--- config.mk ---
export PLATFORM = sky130hd
export DESIGN_NAME = sync_gray_ptr
export DESIGN_NICKNAME = d
export VERILOG_FILES = /design/src/rtl/sync_gray_ptr.sv
export SDC_FILE = /design/constraint.sdc
export NUM_CORES = 1
export LEC_CHECK = 0
export ABC_AREA = 1
export CELL_PAD_IN_SITES_DETAIL_PLACEMENT = 0
export CELL_PAD_IN_SITES_GLOBAL_PLACEMENT = 1
export CORE_MARGIN = 8
export CORE_UTILIZATION = 30
export DETAILED_ROUTE_END_ITERATION = 8
export PLACE_DENSITY_LB_ADDON = 0.08
export SLEW_MARGIN = 40
export SYNTH_ARGS = -nofsm -noshare
export SYNTH_HDL_FRONTEND = slang
export SYNTH_SLANG_ARGS = --single-unit
--- constraint.sdc ---
create_clock -name dst_clk -period 2 [get_ports dst_clk]
set_input_delay 0.2 -clock dst_clk [delete_from_list [all_inputs] [get_ports dst_clk]]
set_output_delay 0.2 -clock dst_clk [all_outputs]
set_load 0.03 [all_outputs]
--- src/rtl/sync_gray_ptr.sv ---
`default_nettype none
// ============================================================================
// Module   : sync_gray_ptr
// Purpose  : Carries a gray-coded FIFO pointer into the destination clock
//            domain through a STAGES-deep flop chain, then produces the
//            registered binary pointer, an update pulse and the modular
//            increment since the previous update.
// Options  : SYNC_GRAY_PTR_CHK_EN - when defined, adds a sticky ptr_err flag
//            raised when an update advances by more than MAX_DELTA.
// Revision : 1.0 - initial parametrised release
// ============================================================================
module sync_gray_ptr #(
  parameter int ASIZE     = 4,
  parameter int STAGES    = 2,
  parameter int MAX_DELTA = 1
) (
  input  logic             dst_clk,
  input  logic             dst_rst,
  input  logic [ASIZE:0]   src_gray,
  input  logic             err_clr,
  output logic [ASIZE:0]   sync_gray,
  output logic [ASIZE:0]   sync_bin,
  output logic             ptr_upd,
  output logic [ASIZE:0]   ptr_delta,
  output logic             ptr_err
);

  localparam int PW = ASIZE + 1;

  logic [PW-1:0] stage_q [STAGES];
  logic [PW-1:0] stage_d [STAGES];
  logic [PW-1:0] bin_conv;
  logic [PW-1:0] sync_bin_q, sync_bin_d;
  logic [PW-1:0] ptr_delta_q, ptr_delta_d;
  logic          ptr_upd_q, ptr_upd_d;

  // Synchroniser chain: pure flop-to-flop, src_gray enters unqualified.
  always_comb begin
    stage_d[0] = src_gray;
    for (int i = 1; i < STAGES; i++) begin
      stage_d[i] = stage_q[i-1];
    end
  end

  // Gray to binary: each binary bit is the XOR of all gray bits at or above it.
  always_comb begin
    bin_conv = '0;
    for (int i = 0; i < PW; i++) begin
      bin_conv[i] = ^(stage_q[STAGES-1] >> i);
    end
  end

  // Update stage: sync_bin doubles as the previous-binary reference, so the
  // delta is taken against it before it is overwritten; delta holds otherwise.
  always_comb begin
    sync_bin_d  = bin_conv;
    ptr_upd_d   = (bin_conv != sync_bin_q);
    ptr_delta_d = ptr_delta_q;
    if (ptr_upd_d) begin
      ptr_delta_d = bin_conv - sync_bin_q;
    end
  end

  // All destination-domain state; reset discards anything in flight.
  always_ff @(posedge dst_clk) begin
    if (dst_rst) begin
      for (int i = 0; i < STAGES; i++) begin
        stage_q[i] <= '0;
      end
      sync_bin_q  <= '0;
      ptr_delta_q <= '0;
      ptr_upd_q   <= 1'b0;
    end else begin
      for (int i = 0; i < STAGES; i++) begin
        stage_q[i] <= stage_d[i];
      end
      sync_bin_q  <= sync_bin_d;
      ptr_delta_q <= ptr_delta_d;
      ptr_upd_q   <= ptr_upd_d;
    end
  end

`ifdef SYNC_GRAY_PTR_CHK_EN
  localparam logic [PW:0] MAX_D = (PW+1)'(MAX_DELTA);

  logic ptr_err_q, ptr_err_d;

  // Sticky step check: a new violation outranks a simultaneous clear.
  always_comb begin
    ptr_err_d = ptr_err_q;
    if (err_clr) begin
      ptr_err_d = 1'b0;
    end
    if (ptr_upd_d && ({1'b0, ptr_delta_d} > MAX_D)) begin
      ptr_err_d = 1'b1;
    end
  end

  // Error flag register, cleared by reset above everything else.
  always_ff @(posedge dst_clk) begin
    if (dst_rst) begin
      ptr_err_q <= 1'b0;
    end else begin
      ptr_err_q <= ptr_err_d;
    end
  end

  assign ptr_err = ptr_err_q;
`else
  // Check disabled: err_clr and MAX_DELTA are intentionally left without load.
  localparam int unused_max_delta = MAX_DELTA;
  logic unused_err_clr;
  assign unused_err_clr = err_clr;
  assign ptr_err        = 1'b0;
`endif

  assign sync_gray = stage_q[STAGES-1];
  assign sync_bin  = sync_bin_q;
  assign ptr_upd   = ptr_upd_q;
  assign ptr_delta = ptr_delta_q;

endmodule
`default_nettype wire
==> impl_metrics.ini <==
[die]
fp-row-count = 21
dieArea_sq_mm = 0.005399
die_y_um = 73.48
pin_count = 25
core_region_area_sq_mm = 0.003258
start_util = 0.3041
die_x_um = 73.48

[clocking]
insertion_delay_ns = 0.32
tritoncts = done
clkSinkCount = 21
holdBufCountCts = 0
clk_pin_slew_ns = 0.13
numCtsBuffers = 3
htree_levels = 1
cts_root_buf = clkbuf_4
cts_max_path_buffers = 2

[worst_setup_path]
critical-path-max-stage-delay_ns = 0.39
crit_top_cell = nand2_1
r2r_cells = 15
rr_endpoint = ptr_delta[4]$_SDFFE_PP0N_
crit_start = stage_q[0][9]$_SDFF_PP0_
arrival_ns = 2.18
path_cells = inv_4, nand2_4, buf_6, nand3_2, nand3_2, nand2_1, inv_2, ha_4, fa_2, nand3b_1, nand2_1, nand2_1, nand3_1, nand2_1, inv_1
start_kind = flop
end_kind = flop
crit_required_ns = 2.28
ff2ff_setup_slack_ns = 0.1
r2r_start = stage_q[0][9]$_SDFF_PP0_
critical_path_class = reg -> reg
endpoint = ptr_delta[4]$_SDFFE_PP0N_
path_max_fanout = 4
critPathSlowestCell = dfxtp_4

[job]
cap_violations = 0

[synth]
ys_warn_count = 0
syn_nets = 143
synth-compound-area-share = 0.03535
synthSimpleGateAreaFrac = 0.2879
yosys.area_share.adder = 0.07071
ys_ff_latch = 21
yosysUniqueCellTypes = 21
yosysSeqAreaShare = 0.4242
syn-cell-area_sq_um = 991.0
synth_top_family_by_area = simple AND/OR/NAND/NOR gates
syn_avg_cell_area_sq_um = 7.623
synthXorXnorAreaFrac = 0.05177
muxShareOfSynthArea = 0
netlist_instances = 130

[drt]
post_drt_via_cell_ratio = 4.019
dr.pass1.iters = 3
route.vias.total = 844
drc = 0
drtIter0Drc = 20
wirelength_um = 2005
final_antenna_net_count = 0
avgRoutedWirePerCell_um = 9.548

[cells_and_area]
syn2layout_area_growth_pct = 47.35
drive_gt1_frac = 0.2683
fillers = 359
finalInstanceArea_sq_mm = 0.001460
final_nets = 178
diodes = 0

[sta]
period_share = 0.9506
finClkSkew_ns = 0.002582
final-setup-viol-count = 0
rsz0062_at_grt = yes
fmax_mhz = 526.0
tns_ns = 0
min_period_ns = 1.901
slew_viol_final = 0
hold_viol_final = 0

[power_and_ir_drop]
p_sw_uw = 383.4
pwr-share-clk = 0.205
p_int_uw = 709.2
p_seq_frac = 0.441
p_sw_frac = 0.3509
power_density_mw_per_mm2 = 748.2
p_total_uw = 1093
combPwrFrac = 0.354
p_leak_uw = 0.0006742
ir_worst_vdd_mv = 0.3516

[global_routing]
grt-ovfl-total = 0
grt_usage = 0.08289
grt_max_degree = 17
antenna_found_initial = 0
grt_pass1_wl_um = 3450
grt_pass1_vias = 811

[placed_design]
port_buffers = 22
routabilityCongestion = 0.7026
dp_hpwl_um = 1525
placedInstanceArea_sq_mm = 0.001314

[hold_path]
min-delay-path-class = in -> reg

[run_status]
status = completed
-- critical path: cells and delay by family, from the launching register on --
family	cells	cell delay (ns)
adders and majority gates	2	0.55
buffers and inverters	4	0.27
DFF	1	0.39
and+or+nand+nor	9	0.65
-- cell usage in the layout, fill, tap and decap left out, drive strengths merged --
cell type / instances
xnor2: 2
clkbuf: 3
dfxtp: 21
conb: 1
xor2: 3
a21oi: 5
o21ai: 2
inv: 27
nand3b: 2
buf: 12
clkdlybuf4s50: 22
nor2: 18
nand2: 32
fa: 1
nand3: 8
clkinvlp: 1
ha: 4
-- cell type report --
cell class                 count  area (sq um)  area share
multi-input combinational     78         521.8      0.3573
tap                           46         57.56     0.03942
inverter                      27         106.4     0.07284
timing repair buffer          34         314.1      0.2151
clock inverter                 1         7.507    0.005141
clock buffer                   3         22.52     0.01542
sequential                    21         430.4      0.2948
-- cells in the mapped netlist (all sizes together) --
cell type	count	area share
a21oi	5	0.025
buf	3	0.020
clkbuf	1	0.0038
conb	1	0.0038
dfxtp	21	0.42
fa	1	0.020
ha	4	0.051
inv	27	0.10
nand2	32	0.16
nand3	8	0.040
nand3b	2	0.015
nor2	18	0.076
o21ai	2	0.010
xnor2	2	0.018
xor2	3	0.034
-- power groups by stage --
stage / combinational [uW] / clock [uW] / sequential, uW
2_1_floorplan: 166 / 0 / 558
3_3_place_gp: 362 / 0 / 490
3_5_place_dp: 363 / 0 / 492
4_1_cts: 365 / 242 / 482
5_1_grt: 433 / 252 / 488
6_report: 387 / 224 / 482
-- sequential cells by signal (all words and copies together), names as in the netlist --
name	cells
sync_bin	5
stage_q	10
ptr_upd	1
ptr_delta	5
-- worst min path at each step --
| stage | start | to | slack (ns) | depth (start not counted) |
|---|---|---|---|---|
| after floorplan | src_gray[0] | stage_q[0][0]$_SDFF_PP0_ | 0.31 | 2 |
| after global placement | stage_q[0][3]$_SDFF_PP0_ | stage_q[0][8]$_SDFF_PP0_ | 0.38 | 2 |
| after detailed placement | stage_q[0][3]$_SDFF_PP0_ | stage_q[0][8]$_SDFF_PP0_ | 0.39 | 2 |
| after CTS | src_gray[4] | stage_q[0][4]$_SDFF_PP0_ | 0.35 | 3 |
| after global routing | src_gray[4] | stage_q[0][4]$_SDFF_PP0_ | 0.38 | 3 |
| final | src_gray[4] | stage_q[0][4]$_SDFF_PP0_ | 0.37 | 3 |
-- cell families (layout without fill, tap and decap cells) --
family                   after synthesis  after routing
AO/OA/AOI/OAI                          7              7
buffers and inverters                 31             65
XOR/XNOR                               5              5
AND/OR/NAND/NOR                       60             60
adder cells (fa/ha/maj)                5              5
other                                  1              1
flip-flops                            21             21
-- layer usage --
layer  vias up  global-route usage  routed length [um]  part of all wire
met5         -                   0                   0                 0
met4         0             0.03326                  26             0.013
met3         4             0.04093                 151             0.075
met2        18              0.1407                1036              0.52
met1       372             0.08438                 790              0.39
li1        450                   -                   -                 -
-- stage by stage --
stage                     hold WS [ns]    util  setup slack, ns  instances
after floorplan                 0.3070       -          0.02387        130
after global placement          0.3836  0.4032          0.01836        203
after detailed placement        0.3914  0.4032         0.001393        203
after CTS                       0.3493  0.4136          0.03175        207
after global routing            0.3797  0.4482         -0.05608        210
final                           0.3699  0.4482          0.09871        210
-- repair_timing --
item                       4_1_cts  5_1_grt
cloned                           0        0
hold endpoints to repair         0        0
buffers inserted                 0        3
pin swaps                        0        7
setup endpoints to repair        1        4
resized for setup                2       24
(Power assumes the default switching activity.)
